===== config.mk =====
export PLATFORM = sky130hd
export DESIGN_NAME = main_control_sequencer_flat
export DESIGN_NICKNAME = d
export VERILOG_FILES = /design/src/rtl/main_control_sequencer_if.sv /design/src/rtl/main_control_sequencer.sv /design/src/flat_wrapper.sv
export SDC_FILE = /design/constraint.sdc
export NUM_CORES = 1
export LEC_CHECK = 0
export CAP_MARGIN = 20
export CELL_PAD_IN_SITES_DETAIL_PLACEMENT = 0
export CELL_PAD_IN_SITES_GLOBAL_PLACEMENT = 1
export CORE_UTILIZATION = 30
export CTS_CLUSTER_SIZE = 25
export DETAILED_ROUTE_END_ITERATION = 10
export PLACE_DENSITY_LB_ADDON = 0.05
export SETUP_SLACK_MARGIN = 0.4
export SYNTH_ARGS = -nofsm -noshare
export SYNTH_HDL_FRONTEND = slang
export SYNTH_SLANG_ARGS = --single-unit

===== constraint.sdc =====
create_clock -name clk -period 4.04 [get_ports clk]
set_clock_uncertainty 0.05 [all_clocks]
set_input_delay 0.404 -clock clk [delete_from_list [all_inputs] [get_ports clk]]
set_output_delay 0.404 -clock clk [all_outputs]
set_load 0.01 [all_outputs]

===== src/rtl/main_control_sequencer_if.sv =====
// Bus bundle between the main control sequencer and the rest of the EDSAC main control:
// run/stop controls, order decode inputs, and the timing/stage outputs.
interface main_control_sequencer_if #(
   parameter int unsigned EXEC_W = 5
) ();
   logic              run;
   logic              stop_req;
   logic              single_step;
   logic [3:0]        order_slot;
   logic              need_opnd;
   logic [3:0]        opnd_slot;
   logic [EXEC_W-1:0] exec_len;
   logic              halt_order;
   logic [5:0]        digit;
   logic              digit_last;
   logic [3:0]        minor_idx;
   logic              stage_fetch;
   logic              stage_opnd;
   logic              stage_exec;
   logic              busy;
   logic              halted;
   logic              order_done;

   modport master (
      output run, stop_req, single_step, order_slot, need_opnd, opnd_slot, exec_len, halt_order,
      input  digit, digit_last, minor_idx, stage_fetch, stage_opnd, stage_exec, busy, halted,
             order_done
   );

   modport slave (
      input  run, stop_req, single_step, order_slot, need_opnd, opnd_slot, exec_len, halt_order,
      output digit, digit_last, minor_idx, stage_fetch, stage_opnd, stage_exec, busy, halted,
             order_done
   );
endinterface


===== src/rtl/main_control_sequencer.sv =====
// Minor/major-cycle timing and order-stage sequencer for the EDSAC main control.
// Counters run freely; the stage FSM moves only on minor-cycle boundaries.
module main_control_sequencer #(
   parameter int unsigned DIGITS = 36,
   parameter int unsigned MINORS = 16,
   parameter int unsigned EXEC_W = 5
) (
   input logic                     clk,
   input logic                     rst,
   main_control_sequencer_if.slave bus
);

   localparam logic [5:0]        DIG_LAST = 6'(DIGITS - 1);
   localparam logic [5:0]        DIG_PRE  = 6'(DIGITS - 2);
   localparam logic [3:0]        MIN_LAST = 4'(MINORS - 1);
   localparam logic [EXEC_W-1:0] CNT_ONE  = EXEC_W'(1);

   typedef enum logic [2:0] {
      ST_IDLE,
      ST_WAIT_ORD,
      ST_FETCH,
      ST_WAIT_OPND,
      ST_OPND,
      ST_EXEC,
      ST_HALTED
   } state_t;

   state_t            state_q, state_d;
   logic [5:0]        digit_q, digit_d;
   logic [3:0]        minor_q, minor_d;
   logic [EXEC_W-1:0] cnt_q, cnt_d;
   logic              stop_q, stop_d;
   logic              restart_q, restart_d;
   logic              run_q;
   logic              need_q, need_d;
   logic [3:0]        opnd_slot_q, opnd_slot_d;
   logic [EXEC_W-1:0] exec_len_q, exec_len_d;
   logic              halt_q, halt_d;
   logic              digit_last_q, fetch_q, opnd_q, exec_q, busy_q, halted_q, done_q;

   logic              bnd;
   logic [3:0]        nxt;
   logic              ord_hit;
   logic [EXEC_W-1:0] len_in, len_r;
   state_t            to_wait;

   always_comb begin
      bnd     = (digit_q == DIG_LAST);
      nxt     = (minor_q == MIN_LAST) ? '0 : minor_q + 4'd1;
      digit_d = bnd ? '0 : digit_q + 6'd1;
      minor_d = bnd ? nxt : minor_q;
      ord_hit = (nxt == bus.order_slot);
      // Entering the order wait on the boundary just before the order's slot goes straight to FETCH.
      to_wait = ord_hit ? ST_FETCH : ST_WAIT_ORD;
      len_in  = (bus.exec_len == '0) ? CNT_ONE : bus.exec_len;
      len_r   = (exec_len_q == '0) ? CNT_ONE : exec_len_q;

      state_d     = state_q;
      cnt_d       = cnt_q;
      stop_d      = stop_q | bus.stop_req;
      restart_d   = 1'b0;
      need_d      = need_q;
      opnd_slot_d = opnd_slot_q;
      exec_len_d  = exec_len_q;
      halt_d      = halt_q;

      unique case (state_q)
         ST_IDLE: begin
            stop_d = 1'b0;
            if (bnd && bus.run) state_d = to_wait;
         end
         ST_WAIT_ORD: begin
            if (bnd && ord_hit) state_d = ST_FETCH;
         end
         ST_FETCH: begin
            if (bnd) begin
               need_d      = bus.need_opnd;
               opnd_slot_d = bus.opnd_slot;
               exec_len_d  = bus.exec_len;
               halt_d      = bus.halt_order;
               if (bus.need_opnd) begin
                  state_d = (nxt == bus.opnd_slot) ? ST_OPND : ST_WAIT_OPND;
               end else begin
                  state_d = ST_EXEC;
                  cnt_d   = len_in;
               end
            end
         end
         ST_WAIT_OPND: begin
            if (bnd && (nxt == opnd_slot_q)) state_d = ST_OPND;
         end
         ST_OPND: begin
            if (bnd) begin
               state_d = ST_EXEC;
               cnt_d   = len_r;
            end
         end
         ST_EXEC: begin
            if (bnd) begin
               if (cnt_q <= CNT_ONE) begin
                  cnt_d  = '0;
                  stop_d = 1'b0;
                  if (halt_q)                                       state_d = ST_HALTED;
                  else if (stop_q | bus.stop_req | bus.single_step) state_d = ST_IDLE;
                  else                                              state_d = to_wait;
               end else begin
                  cnt_d = cnt_q - CNT_ONE;
               end
            end
         end
         ST_HALTED: begin
            stop_d    = 1'b0;
            restart_d = restart_q | (bus.run & ~run_q);
            if (bnd && restart_d) begin
               restart_d = 1'b0;
               state_d   = to_wait;
            end
         end
         default: state_d = ST_IDLE;
      endcase
   end

   always_ff @(posedge clk) begin
      if (rst) begin
         state_q      <= ST_IDLE;
         digit_q      <= '0;
         minor_q      <= '0;
         cnt_q        <= '0;
         stop_q       <= 1'b0;
         restart_q    <= 1'b0;
         run_q        <= 1'b0;
         need_q       <= 1'b0;
         opnd_slot_q  <= '0;
         exec_len_q   <= '0;
         halt_q       <= 1'b0;
         digit_last_q <= 1'b0;
         fetch_q      <= 1'b0;
         opnd_q       <= 1'b0;
         exec_q       <= 1'b0;
         busy_q       <= 1'b0;
         halted_q     <= 1'b0;
         done_q       <= 1'b0;
      end else begin
         state_q      <= state_d;
         digit_q      <= digit_d;
         minor_q      <= minor_d;
         cnt_q        <= cnt_d;
         stop_q       <= stop_d;
         restart_q    <= restart_d;
         run_q        <= bus.run;
         need_q       <= need_d;
         opnd_slot_q  <= opnd_slot_d;
         exec_len_q   <= exec_len_d;
         halt_q       <= halt_d;
         digit_last_q <= (digit_d == DIG_LAST);
         fetch_q      <= (state_d == ST_FETCH);
         opnd_q       <= (state_d == ST_OPND);
         exec_q       <= (state_d == ST_EXEC);
         busy_q       <= (state_d != ST_IDLE) && (state_d != ST_HALTED);
         halted_q     <= (state_d == ST_HALTED);
         // The last digit of the final execute minor follows the edge leaving digit DIGITS-2.
         done_q       <= (state_q == ST_EXEC) && (cnt_q == CNT_ONE) && (digit_q == DIG_PRE);
      end
   end

   assign bus.digit       = digit_q;
   assign bus.digit_last  = digit_last_q;
   assign bus.minor_idx   = minor_q;
   assign bus.stage_fetch = fetch_q;
   assign bus.stage_opnd  = opnd_q;
   assign bus.stage_exec  = exec_q;
   assign bus.busy        = busy_q;
   assign bus.halted      = halted_q;
   assign bus.order_done  = done_q;

endmodule


===== src/flat_wrapper.sv =====
// flat-port wrapper written by rule: the top's interface ports become plain ports
module main_control_sequencer_flat 
#(
   parameter int unsigned DIGITS = 36,
   parameter int unsigned MINORS = 16,
   parameter int unsigned EXEC_W = 5
)
  (clk, rst, bus_run, bus_stop_req, bus_single_step, bus_order_slot, bus_need_opnd, bus_opnd_slot, bus_exec_len, bus_halt_order, bus_digit, bus_digit_last, bus_minor_idx, bus_stage_fetch, bus_stage_opnd, bus_stage_exec, bus_busy, bus_halted, bus_order_done);
  main_control_sequencer_if #(.EXEC_W(EXEC_W)) bus_i ();
  input logic clk;
  input logic rst;
  input wire logic [$bits(bus_i.run)-1:0] bus_run;
  input wire logic [$bits(bus_i.stop_req)-1:0] bus_stop_req;
  input wire logic [$bits(bus_i.single_step)-1:0] bus_single_step;
  input wire logic [$bits(bus_i.order_slot)-1:0] bus_order_slot;
  input wire logic [$bits(bus_i.need_opnd)-1:0] bus_need_opnd;
  input wire logic [$bits(bus_i.opnd_slot)-1:0] bus_opnd_slot;
  input wire logic [$bits(bus_i.exec_len)-1:0] bus_exec_len;
  input wire logic [$bits(bus_i.halt_order)-1:0] bus_halt_order;
  output wire logic [$bits(bus_i.digit)-1:0] bus_digit;
  output wire logic [$bits(bus_i.digit_last)-1:0] bus_digit_last;
  output wire logic [$bits(bus_i.minor_idx)-1:0] bus_minor_idx;
  output wire logic [$bits(bus_i.stage_fetch)-1:0] bus_stage_fetch;
  output wire logic [$bits(bus_i.stage_opnd)-1:0] bus_stage_opnd;
  output wire logic [$bits(bus_i.stage_exec)-1:0] bus_stage_exec;
  output wire logic [$bits(bus_i.busy)-1:0] bus_busy;
  output wire logic [$bits(bus_i.halted)-1:0] bus_halted;
  output wire logic [$bits(bus_i.order_done)-1:0] bus_order_done;
  assign bus_i.run = bus_run;
  assign bus_i.stop_req = bus_stop_req;
  assign bus_i.single_step = bus_single_step;
  assign bus_i.order_slot = bus_order_slot;
  assign bus_i.need_opnd = bus_need_opnd;
  assign bus_i.opnd_slot = bus_opnd_slot;
  assign bus_i.exec_len = bus_exec_len;
  assign bus_i.halt_order = bus_halt_order;
  assign bus_digit = bus_i.digit;
  assign bus_digit_last = bus_i.digit_last;
  assign bus_minor_idx = bus_i.minor_idx;
  assign bus_stage_fetch = bus_i.stage_fetch;
  assign bus_stage_opnd = bus_i.stage_opnd;
  assign bus_stage_exec = bus_i.stage_exec;
  assign bus_busy = bus_i.busy;
  assign bus_halted = bus_i.halted;
  assign bus_order_done = bus_i.order_done;
  main_control_sequencer #(.DIGITS(DIGITS), .MINORS(MINORS), .EXEC_W(EXEC_W)) u_core (.clk(clk), .rst(rst), .bus(bus_i));
endmodule

==> results by group <==
Power and ir drop
  – Cell Pwr Density: approximately 320 nW/um^2
  – VDD IR max: 0.2011 mV
  – Leakage: 0.8917 nW

Timing
  – Minimum clock period: between 2 and 3 ns
  – Final setup vio count: 0
  – WHS: around 0.4 ns
  – Max frequency: 357.6 MHz
  – Final hold vios: 0
  – TNS Setup: 0 ns
  – Slew Limit Fails: 0
  – Final Cycle Share: 0.6923
  – Relative slew slack: 0.4601
  – Least-Margin Pin Slew: 0.8093 ns
  – RSZ-0062 raised after global routing: false

Worst hold path
  – Min-delay worst type: register to register
  – HP Start: u_core.exec_len_q[0]
  – Worst Hold End: u_core.exec_len_q[0]
  – Worst hold path depth: 2

Setup path
  – Reg2Reg Depth: 8
  – Worst path arrival time: 2.90 ns
  – Crit-path max FO: 15
  – Worst path required time: 4.14 ns
  – Crit. Startpoint: u_core.bus.digit[0]
  – Critical path class: register to register
  – Critical R2R Capture: u_core.bus.busy
  – R2R Path Start: u_core.bus.digit[0]
  – Worst setup EP type: register
  – Reg2reg setup slack: 1.24 ns
  – Type of origin of the critical path: register

Cells and area
  – Non-Filler Instances: 370
  – Area Overhead vs Synth: 27.74%
  – Fin util: 0.4063
  – Fin area: 2639 um^2
  – FILL cells: 672
  – Layout cell share with drive strength beyond 1: 0.05802
  – ANT cells: 0
  – Nets: 317

Flow run
  – Count of max-cap constraint violations: 0

CTS
  – Root Buffer Master: clkbuf_8
  – TritonCTS buffer count: 5
  – Number of setup buffers added after CTS: 0
  – CTS max path bufs: 2
  – H-tree levels: 2
  – Post-CTS resize count: 0
  – Cts hold-fix bufs: 0
  – Clock sinks: 38
  – CTS tree: done
  – Worst-Skew Late Latency: ~0.29 ns
  – Clk slew on worst S/H paths: 0.08 ns

Floorplan
  – Starting Density: 0.3181
  – Core box area: around 6500 um^2
  – Rows: 29
  – Die area: 7222 um^2
  – # IOs: 37
  – Width of the chip: around 85 um
  – Die Y-Extent: 84.98 um

Synth
  – Register area share after synthesis: 0.3683
  – Syn_area_per_cell: approximately 8 um^2
  – Ys Warns: 0
  – Library cells used by synthesis: 44
  – Synthesized area: 2066 um^2
  – Syn Nets: ~280
  – Syn Inst Count: around 260
  – Synthesized flop and latch total: 38

Place
  – Placed cell count: 362
  – DP Area: 2496 um^2
  – IO Port Bufs: 36
  – HPWL after detailed placement: 4.090 mm
  – Gpl congestion: around 0.77

GRT
  – GRT Residual Overflow: 0
  – Vias in the first global route: 1851
  – Largest net degree at the start of global routing: 35
  – Total track usage: 0.1632
  – Initial antenna violation count: 0
  – First-pass GRT wire length: around 9.3 mm

Drt
  – Highest routed layer: met4
  – Post-Route WL: about 5.6 mm
  – Post-route ant nets: 0
  – Initial DRC count: approximately 110
  – Vias per inst: about 5.2
  – DRT Pass-1 Iters: 6
  – Met3 routed WL: 191 um
  – Met1 WL: 2.931 mm
  – Via count: 1929
  – DR DRC count: 0
  – Wire length per cell: 15.01 um
  – WL met2: 2.388 mm

Outcome
  – Status: finished clean
critical path, cell delays in order, from the launching register on:
cell and delay [ns]:
dfxtp_1 0.42, ha_1 0.25, nor2b_1 0.25, and2_1 0.54, nand4_1 0.22, o21ba_1 0.26, o21bai_1 0.18, a2111oi_2 0.32
a311oi_1 0.15
worst max path at each step:
stage / to / depth (start not counted)
3_3_place_gp: u_core.bus.stage_opnd / 9
3_5_place_dp: u_core.bus.busy / 8
2_1_floorplan: u_core.bus.stage_opnd / 9
6_report: u_core.bus.busy / 8
4_1_cts: u_core.bus.busy / 8
5_1_grt: u_core.bus.stage_opnd / 8
state kept, by name (all words and copies together) (netlist names), 3 cells and up:
register	cells
u_core.bus.minor_idx	4
u_core.exec_len_q	5
u_core.state_q	3
u_core.bus.digit	6
u_core.opnd_slot_q	4
u_core.cnt_q	5
Yosys cell counts, drive strengths merged:
library cell / count / area share
and2: 5 / 0.015
or2: 1 / 0.0030
o21a: 2 / 0.0073
nor3b: 2 / 0.0073
or3: 3 / 0.0091
and3b: 1 / 0.0042
a221oi: 3 / 0.013
nor4: 7 / 0.028
a22oi: 1 / 0.0036
nor2b: 7 / 0.021
o22ai: 2 / 0.0061
o41ai: 1 / 0.0079
clkbuf: 12 / 0.022
and3: 2 / 0.0061
buf: 1 / 0.0018
nor2: 28 / 0.051
inv: 8 / 0.015
o21ba: 1 / 0.0048
and4b: 2 / 0.0097
nand2b: 3 / 0.0091
o211ai: 2 / 0.0073
a31oi: 1 / 0.0030
dfxtp: 38 / 0.37
clkinv: 1 / 0.0018
ha: 5 / 0.030
o221ai: 1 / 0.0042
a32oi: 1 / 0.0042
xnor2: 10 / 0.042
a21boi: 1 / 0.0055
nand3: 15 / 0.036
o21ai: 11 / 0.027
nand2: 28 / 0.051
a211oi: 6 / 0.022
nor3: 10 / 0.024
or4: 1 / 0.0036
o21bai: 3 / 0.011
a21oi: 21 / 0.051
xor2: 4 / 0.017
a2111oi: 2 / 0.015
nand4: 2 / 0.0061
a311oi: 4 / 0.025
cell families (layout without fill, tap and decap cells):
logic type                 after synthesis  in the layout  share of synthesized area
adders and majority gates                5              5                    0.03028
DFF                                     38             38                     0.3683
buffers and inverters                   22             56                    0.03997
and+or+nand+nor                        117            117                     0.2853
xor gates and xnor gates                14             14                    0.05935
AOI/OAI and AO/OA                       63             63                     0.2168
report_power, final:
| group | leakage, nW | total [mW] | switching (mW) | internal (mW) |
|---|---|---|---|---|
| clock network | 0.0714 | 0.402 | 0.139 | 0.263 |
| registers | 0.307 | 0.381 | 0.00380 | 0.377 |
| logic | 0.513 | 0.0558 | 0.0244 | 0.0314 |
| total | 0.892 | 0.839 | 0.167 | 0.672 |
cell type report:
class | instances | area [um^2] | area share
Clock buffer | 6 | 82.58 | 0.03129
Multi-Input combinational cell | 199 | 1222 | 0.4633
Clock inverter | 2 | 60.06 | 0.02276
Timing Repair Buffer | 39 | 382.9 | 0.1451
Sequential cell | 38 | 760.7 | 0.2883
Inverter | 9 | 33.78 | 0.01280
Tap cell | 77 | 96.34 | 0.03651
metrics by stage:
step / setup slack, ns / power [mW]
after floorplan: 1.687 / 0.4124
after global placement: 1.263 / 0.4466
after detailed placement: 1.261 / 0.4461
after CTS: 1.234 / 0.8537
after global routing: 0.8778 / 0.8790
final: 1.243 / 0.8389
cell usage in the layout (no fill, tap or decap), types with 3 or more instances in the layout:
cell type / instances
nand2b_1: 3
nand2_1: 28
inv_1: 8
buf_4: 3
nor4_1: 6
dfxtp_1: 38
nor2b_1: 7
or3_1: 3
a221oi_1: 3
clkdlybuf4s50_1: 36
nand3_1: 15
ha_1: 5
a21oi_1: 21
nor3_1: 10
o21ai_0: 11
and2_1: 4
xor2_1: 4
clkbuf_8: 6
o21bai_1: 3
a311oi_1: 3
xnor2_1: 10
nor2_1: 28
a211oi_1: 6
layer usage:
metal / global-route usage / vias to the layer above
met5: 0 / -
met4: 0.04160 / 0
met3: 0.03599 / 4
met2: 0.2493 / 36
met1: 0.2322 / 898
li1: - / 991
Power figures use the tool's default switching activity.
